===== config.mk =====
export PLATFORM = sky130hd
export DESIGN_NAME = barrel_shifter
export DESIGN_NICKNAME = d
export VERILOG_FILES = /design/src/rtl/barrel_shifter.sv
export SDC_FILE = /design/constraint.sdc
export NUM_CORES = 1
export LEC_CHECK = 0
export ABC_CLOCK_PERIOD_IN_PS = 800
export BUFFER_PORTS_ARGS = -buffer_cell sky130_fd_sc_hd__buf_4
export CAP_MARGIN = 40
export CORE_ASPECT_RATIO = 1.75
export CORE_MARGIN = 4
export CORE_UTILIZATION = 54
export CTS_CLUSTER_DIAMETER = 60
export DETAILED_ROUTE_END_ITERATION = 10
export PLACE_DENSITY = 0.83
export SLEW_MARGIN = 20
export SYNTH_ARGS = -nofsm -noshare
export SYNTH_HDL_FRONTEND = slang
export SYNTH_SLANG_ARGS = --single-unit

===== constraint.sdc =====
create_clock -name clk -period 0.8 [get_ports clk]
set_clock_uncertainty 0.2 [all_clocks]
set_input_delay 0.12 -clock clk [delete_from_list [all_inputs] [get_ports clk]]
set_output_delay 0.12 -clock clk [all_outputs]
set_load 0.02 [all_outputs]

===== src/rtl/barrel_shifter.sv =====
// 32-bit logarithmic barrel shifter with caller-supplied fill bit and a
// registered result (one-cycle latency, one result per cycle).
module barrel_shifter (
  input  logic        clk,
  input  logic        rst_n,
  input  logic [31:0] in,
  input  logic [4:0]  shamt,
  input  logic        dir,
  input  logic        feedinbit,
  output logic [31:0] out
);

  // One log-shifter stage: shift by a fixed step toward MSB (dir=0) or LSB
  // (dir=1), filling every vacated position with the fill bit.
  function automatic logic [31:0] shift_stage(
    input logic [31:0] v,
    input int          step,
    input logic        right,
    input logic        fill
  );
    logic [31:0] r;
    r = 32'h0000_0000;
    for (int i = 0; i < 32; i++) begin
      if (right) begin
        r[i] = (i + step <= 31) ? v[i + step] : fill;
      end else begin
        r[i] = (i >= step) ? v[i - step] : fill;
      end
    end
    return r;
  endfunction

  logic [31:0] stage_s [0:5];
  logic [31:0] out_r;

  assign stage_s[0] = in;

  genvar k;
  generate
    for (k = 0; k < 5; k++) begin : g_stage
      assign stage_s[k+1] = shamt[k] ? shift_stage(stage_s[k], (1 << k), dir, feedinbit)
                                     : stage_s[k];
    end
  endgenerate

  // Result register; reset forces a known zero regardless of input history.
  always_ff @(posedge clk or negedge rst_n) begin
    if (!rst_n) begin
      out_r <= 32'h0000_0000;
    end else begin
      out_r <= stage_s[5];
    end
  end

  assign out = out_r;

endmodule


==> results.yml, run 1 <==
sta:
  worstEpCategory: "register input"
  timing.grt.repair.worst_endpoint: "out[11]$_DFF_PN0_/D"
place:
  placed_cells: 974
  pre_cts_ws_ns: -1.66
  io_buffers: 72
  gp_congestion: 1.05
  dp_hpwl_um: 18500
clock_network:
  root_buffer: "clkbuf_16"
  numCtsBuffers: 5
  cts.sink_count: 32
  cts_buffer_depth: 2
  htreeDepth: 2
logic_synthesis:
  synthFlopType: "dfrtp_1"
  synth.ff_latch_count: 32
  syn_nets: 676
  avgSynthCellArea_um2: 8.26
  synth_warnings: 0
  synth-edff-count: 0
  synth_seq_area_share_pct: 15.3
  synth_cell_types: 63
  syn-instance-count: 635
  synth_area_um2: 5250
  synth-async-reset-ratio_pct: 100
global_routing:
  grt_max_degree: 39
run_status:
  error: "[ERROR GRT-0228] Horizontal edge usage exceeds the maximum allowed. (5, 15) usage=65535 limit=3100"
  stop_stage: "global routing"
  status: "aborted with a tool error"
die:
  initial_core_util_pct: 55.4
  dieWidth_um: 82.5
  num_io_pins: 73
  die_y_um: 138
  row_count: 47
[kinds of logic after synthesis]
kind of cell | synth area share (%)
DFF | 15.3
and+or+nand+nor | 14.7
AOI/OAI and AO/OA | 27.2
muxes | 31.1
buffers and inverters | 11.7
[cells in the mapped netlist, drive strengths merged (3+ instances only)]
master,n,share of area [%]
a31oi,11,1.3
o32ai,7,1.2
nand2b,10,1.2
inv,18,1.3
o211a,4,0.76
mux2,26,5.7
clkbuf,33,4.2
o221ai,3,0.50
nand2,53,3.8
nor2,64,4.7
buf,31,6.1
mux4,24,10
o22ai,15,1.8
a311oi,6,1.0
a221oi,8,1.5
a21o,3,0.43
o211ai,7,1.0
mux2i,79,15
nor2b,3,0.36
nor3,22,2.1
nand3,4,0.38
o21a,3,0.43
dfrtp,32,15
or2,3,0.36
o31ai,6,0.86
nor4,4,0.48
and2,7,0.88
a21oi,67,6.5
a211oi,23,3.6
o21ai,39,3.7
[timing repair]
action                                 in CTS
pin swaps                                  51
hold buffers                                1
setup endpoints to repair                  64
gates resized for setup                   167
cloned                                      4
setup buffers                              12
endpoints found under the hold margin      33
[metrics by stage]
step                hold slack [ns]  cell area, um^2
global placement             -0.257             7190
floorplan                    -0.376             5340
CTS                          -0.101             8280
detailed placement           -0.255             7190
==> run 2: changes to the inputs <==
==> config.mk (replaced) <==
export PLATFORM = sky130hd
export DESIGN_NAME = barrel_shifter
export DESIGN_NICKNAME = d
export VERILOG_FILES = /design/src/rtl/barrel_shifter.sv
export SDC_FILE = /design/constraint.sdc
export NUM_CORES = 1
export LEC_CHECK = 0
export ABC_CLOCK_PERIOD_IN_PS = 1000
export BUFFER_PORTS_ARGS = -buffer_cell sky130_fd_sc_hd__buf_4
export CAP_MARGIN = 40
export CORE_MARGIN = 4
export CORE_UTILIZATION = 40
export DETAILED_ROUTE_END_ITERATION = 10
export PLACE_DENSITY_LB_ADDON = 0.15
export SLEW_MARGIN = 20
export SYNTH_ARGS = -nofsm -noshare
export SYNTH_HDL_FRONTEND = slang
export SYNTH_SLANG_ARGS = --single-unit
==> constraint.sdc (replaced) <==
create_clock -name clk -period 1 [get_ports clk]
set_clock_uncertainty 0.2 [all_clocks]
set_input_delay 0.15 -clock clk [delete_from_list [all_inputs] [get_ports clk]]
set_output_delay 0.15 -clock clk [all_outputs]
set_load 0.02 [all_outputs]
==> results.yml, run 2 <==
finish:
  num_antenna_cells: 0
  fillers: 1090
  fin_area_um2: 8590
  layout_common_cells: "buf_4 (223), mux2i_1 (71), nor2_1 (53)"
  final_common_cell: "buf_4"
  largest_reg_flops: 32
  synthToLayoutAreaGrowth_pct: 63.7
  layout-drive-gt1-share_pct: 54.8
  fin_nets: 919
clock_network:
  cts_buffer_depth: 2
  root_buffer: "clkbuf_16"
  numCtsBuffers: 5
  htreeDepth: 2
  tritoncts: "built"
  cts.sink_count: 32
  clkTransAtPathRegs_ns: 0.05
sta:
  finalSetupViolCount: 64
  finalHoldViolations: 0
  fmax_ghz: 0.529
  drv_slew: 0
  worstMarginPinSlew_ns: 0.447
  layout_min_cycle_time_ns: 1.89
  finalSetupTns_ns: -30.67
  max_slew_margin_pct: 70.2
  rsz0062_at_grt: "true"
  fin_ws_ns: -0.891
  post-route-period-util_pct: 189
logic_synthesis:
  avgSynthCellArea_um2: 8.26
  synth-edff-count: 0
  synth_warnings: 0
  syn_nets: 676
  yosysTopAreaCellShare_pct: 15.3
  synthFlopType: "dfrtp_1"
  synth-async-reset-ratio_pct: 100
  synth_cell_types: 63
  synth_area_um2: 5250
  synth_seq_area_share_pct: 15.3
  syn-instance-count: 635
  synthTopCellsByArea: "dfrtp_1 (15%), mux2i_1 (15%), mux4_2 (10%)"
  synth_top_cells_by_count: "mux2i_1 (79), a21oi_1 (66), nor2_1 (63)"
  synth_most_common_cell: "mux2i_1"
  synth.ff_latch_count: 32
  synth_top_cell_by_area: "dfrtp_1"
pwr:
  peakVddDrop_mv: 0.487
  seq_power_share_pct: 19.2
  pwr-share-clk_pct: 18.3
  p_int_mw: 4.85
  power_leakage_nw: 3.81
  power_switching_mw: 3.24
  p_per_area_nw_per_um2: 942
  combPwrFrac_pct: 62.5
  swShare_pct: 40.0
critical_path:
  critPathRequiredTime_ns: 0.99
  worst-setup-path-type: "in2reg"
  endpoint_kind: "flop"
  crit_top_cell: "buf_16"
  start_kind: "input pin"
  arrival_ns: 1.88
  cp_max_fo: 7
  critPathSlowestCell: "mux4_2"
  cp-endpoint: "out[23]"
  critPathTopFamily: "multiplexers"
  worstPathCellList: "buf_16 -> buf_16 -> buf_6 -> mux2i_1 -> mux4_2 -> mux2_4 -> a21oi_2 -> nor2_1 -> nor3_1"
  crit_path_start: "dir"
  crit_buf_inv: 3
  cpPeakStageDelay_ns: 0.57
  cp.depth: 9
run_status:
  status: "finished, violations left"
  violations: "setup timing"
global_routing:
  grt_pass1_wl_um: 37700
  gr-usage-all-layers_pct: 32.5
  overflow: 0
  grt_pass1_vias: 6535
  antenna_found_initial: 0
  grt_max_degree: 33
die:
  die_y_um: 123
  core-area_um2: 12700
  die_area_um2: 15000
  row_count: 41
  dieWidth_um: 123
  num_io_pins: 73
  initial_core_util_pct: 41.2
drt:
  drc: 0
  num_vias: 6574
  antenna_left: 0
  wirelength_um: 24600
  via_per_inst: 6.26
  drt-initial-drc-count: 700
  dr.pass1.iters: 5
  avgRoutedWirePerCell_um: 23.4
place:
  dp_hpwl_um: 17700
  gp_congestion: 0.968
  io_buffers: 72
  placed_cell_area_um2: 7080
worst_hold_path:
  hold_class: "in2async"
job:
  drv_cap: 0
run 2: power by group through the flow:
stage               Clock, mW  Sequential [mW]  Combinational, mW
global placement            0             1.54               3.98
floorplan                   0             1.76               2.01
finish                   1.48             1.55               5.06
CTS                      1.49             1.55               4.65
global route             1.57             1.56               5.32
detailed placement          0             1.54               4.00
run 2: how the worst min path moves through the flow:
stage / startpoint / endpoint / slack, ns
floorplan: rst_n / out[0] / -0.35
global placement: rst_n / out[6] / -0.08
CTS: shamt[4] / out[14] / 0.14
finish: rst_n / out[6] / 0.16
detailed placement: rst_n / out[6] / -0.07
global route: shamt[4] / out[14] / 0.17
run 2: metrics by stage:
stage	total power, mW	instances	hold slack (ns)	util (%)	worst slack (ns)
after floorplan	3.77	635	-0.346	-	-1.14
after global placement	5.52	1002	-0.0811	55.6	-1.46
after detailed placement	5.54	1002	-0.0693	55.6	-1.46
after CTS	7.69	1044	0.139	64.2	-0.861
after global routing	8.45	1050	0.172	67.5	-0.953
final	8.09	1050	0.156	67.5	-0.891
run 2: cell type report:
cell class	count	area (um^2)	share of cell area [%]
multi-input cells	519	4570	53.2
flip-flops and latches	32	801	9.32
clock buffers	6	129	1.50
inverters	20	75.1	0.874
clock inverters	1	5.00	0.0583
repair buffers	300	2800	32.6
well taps	172	215	2.51
run 2: metal layers:
metal | GRT usage (%) | routed length, um | vias up
met2 | 55.0 | 11800 | 406
li1 | - | - | 2900
met5 | 0 | 0 | -
met1 | 43.2 | 9780 | 3178
met4 | 11.3 | 953 | 0
met3 | 3.64 | 2000 | 90
run 2: cell families after synthesis:
family / count (synthesis) / share of synthesized area (%)
muxes: 129 / 31.1
buffers and inverters: 84 / 11.7
AOI/OAI and AO/OA: 217 / 27.2
DFF: 32 / 15.3
and+or+nand+nor: 173 / 14.7
run 2: repair_timing:
action,CTS,global route
hold buffers,1,0
cloned,6,0
pin swaps,47,40
setup buffers,28,8
endpoints found under the setup margin,64,64
hold endpoints to repair,32,0
resized for setup,134,86
Note: power is estimated with default switching activity, not from simulation.
==> run 3: changes to the inputs <==
--- a/config.mk
+++ b/config.mk
@@ -9,7 +9,7 @@
 export BUFFER_PORTS_ARGS = -buffer_cell sky130_fd_sc_hd__buf_4
 export CAP_MARGIN = 40
 export CORE_MARGIN = 4
-export CORE_UTILIZATION = 40
+export CORE_UTILIZATION = 55
 export DETAILED_ROUTE_END_ITERATION = 10
 export PLACE_DENSITY_LB_ADDON = 0.15
 export SLEW_MARGIN = 20
==> results.yml, run 3 <==
die:
  initial_core_util_pct: 56.8
  row_count: 35
  num_io_pins: 73
  die_y_um: 106
  dieWidth_um: 106
logic_synthesis:
  synthTopCellsByArea: "dfrtp_1 (15%), mux2i_1 (15%), mux4_2 (10%)"
  syn_nets: 676
  synth.ff_latch_count: 32
  synthFlopType: "dfrtp_1"
  avgSynthCellArea_um2: 8.26
  synth_top_cells_by_count: "mux2i_1 (79), a21oi_1 (66), nor2_1 (63)"
  synth-edff-count: 0
  synth_most_common_cell: "mux2i_1"
  syn-instance-count: 635
  synth_warnings: 0
  synth_cell_types: 63
  synth_top_cell_by_area: "dfrtp_1"
  synth_seq_area_share_pct: 15.3
  synth-async-reset-ratio_pct: 100
  synth_area_um2: 5250
  yosysTopAreaCellShare_pct: 15.3
place:
  io_buffers: 72
  pre_cts_ws_ns: -1.42
  gp_congestion: 1.12
  dp_hpwl_um: 16900
clock_network:
  htreeDepth: 2
  cts_buffer_depth: 2
  numCtsBuffers: 5
  cts.sink_count: 32
  root_buffer: "clkbuf_8"
run_status:
  error: "[ERROR GRT-0232] Routing congestion too high. Check the congestion heatmap in the GUI."
  status: "aborted with a tool error"
  stop_stage: "global routing"
global_routing:
  gr-usage-all-layers_pct: 69.1
  grt_max_degree: 49
  overflow: 4
sta:
  timing.grt.repair.worst_endpoint: "out[18]$_DFF_PN0_/D"
  worstEpCategory: "register input"
==> run 3: cell counts after synthesis <==
No cell type changed its count.
==> run 3: kinds of logic after synthesis <==
logic type,count (synthesis),synth area share (%)
flip-flops,32,15.3
AO/OA/AOI/OAI,217,27.2
AND/OR/NAND/NOR,173,14.7
buffers and inverters,84,11.7
multiplexers,129,31.1
==> run 3: metrics by stage <==
step | setup TNS, ns | cell area, um^2 | hold WS (ns) | instances
CTS | -27.32 | 8110 | 0.0632 | 995
detailed placement | -42.30 | 7020 | -0.0816 | 966
global placement | -40.66 | 7020 | -0.0958 | 966
floorplan | -33.12 | 5340 | -0.346 | 635
==> run 3: layer usage <==
layer  GRT usage [%]  GRT overflow
met1            70.4             0
met3            55.5             0
met5            19.5             0
met2            85.8             2
met4            62.3             2
==> run 3: what timing repair did <==
action,CTS
hold buffers,1
endpoints found under the setup margin,64
hold endpoints to repair,32
pin swaps,50
resized for setup,162
gates cloned,8
setup buffers,12
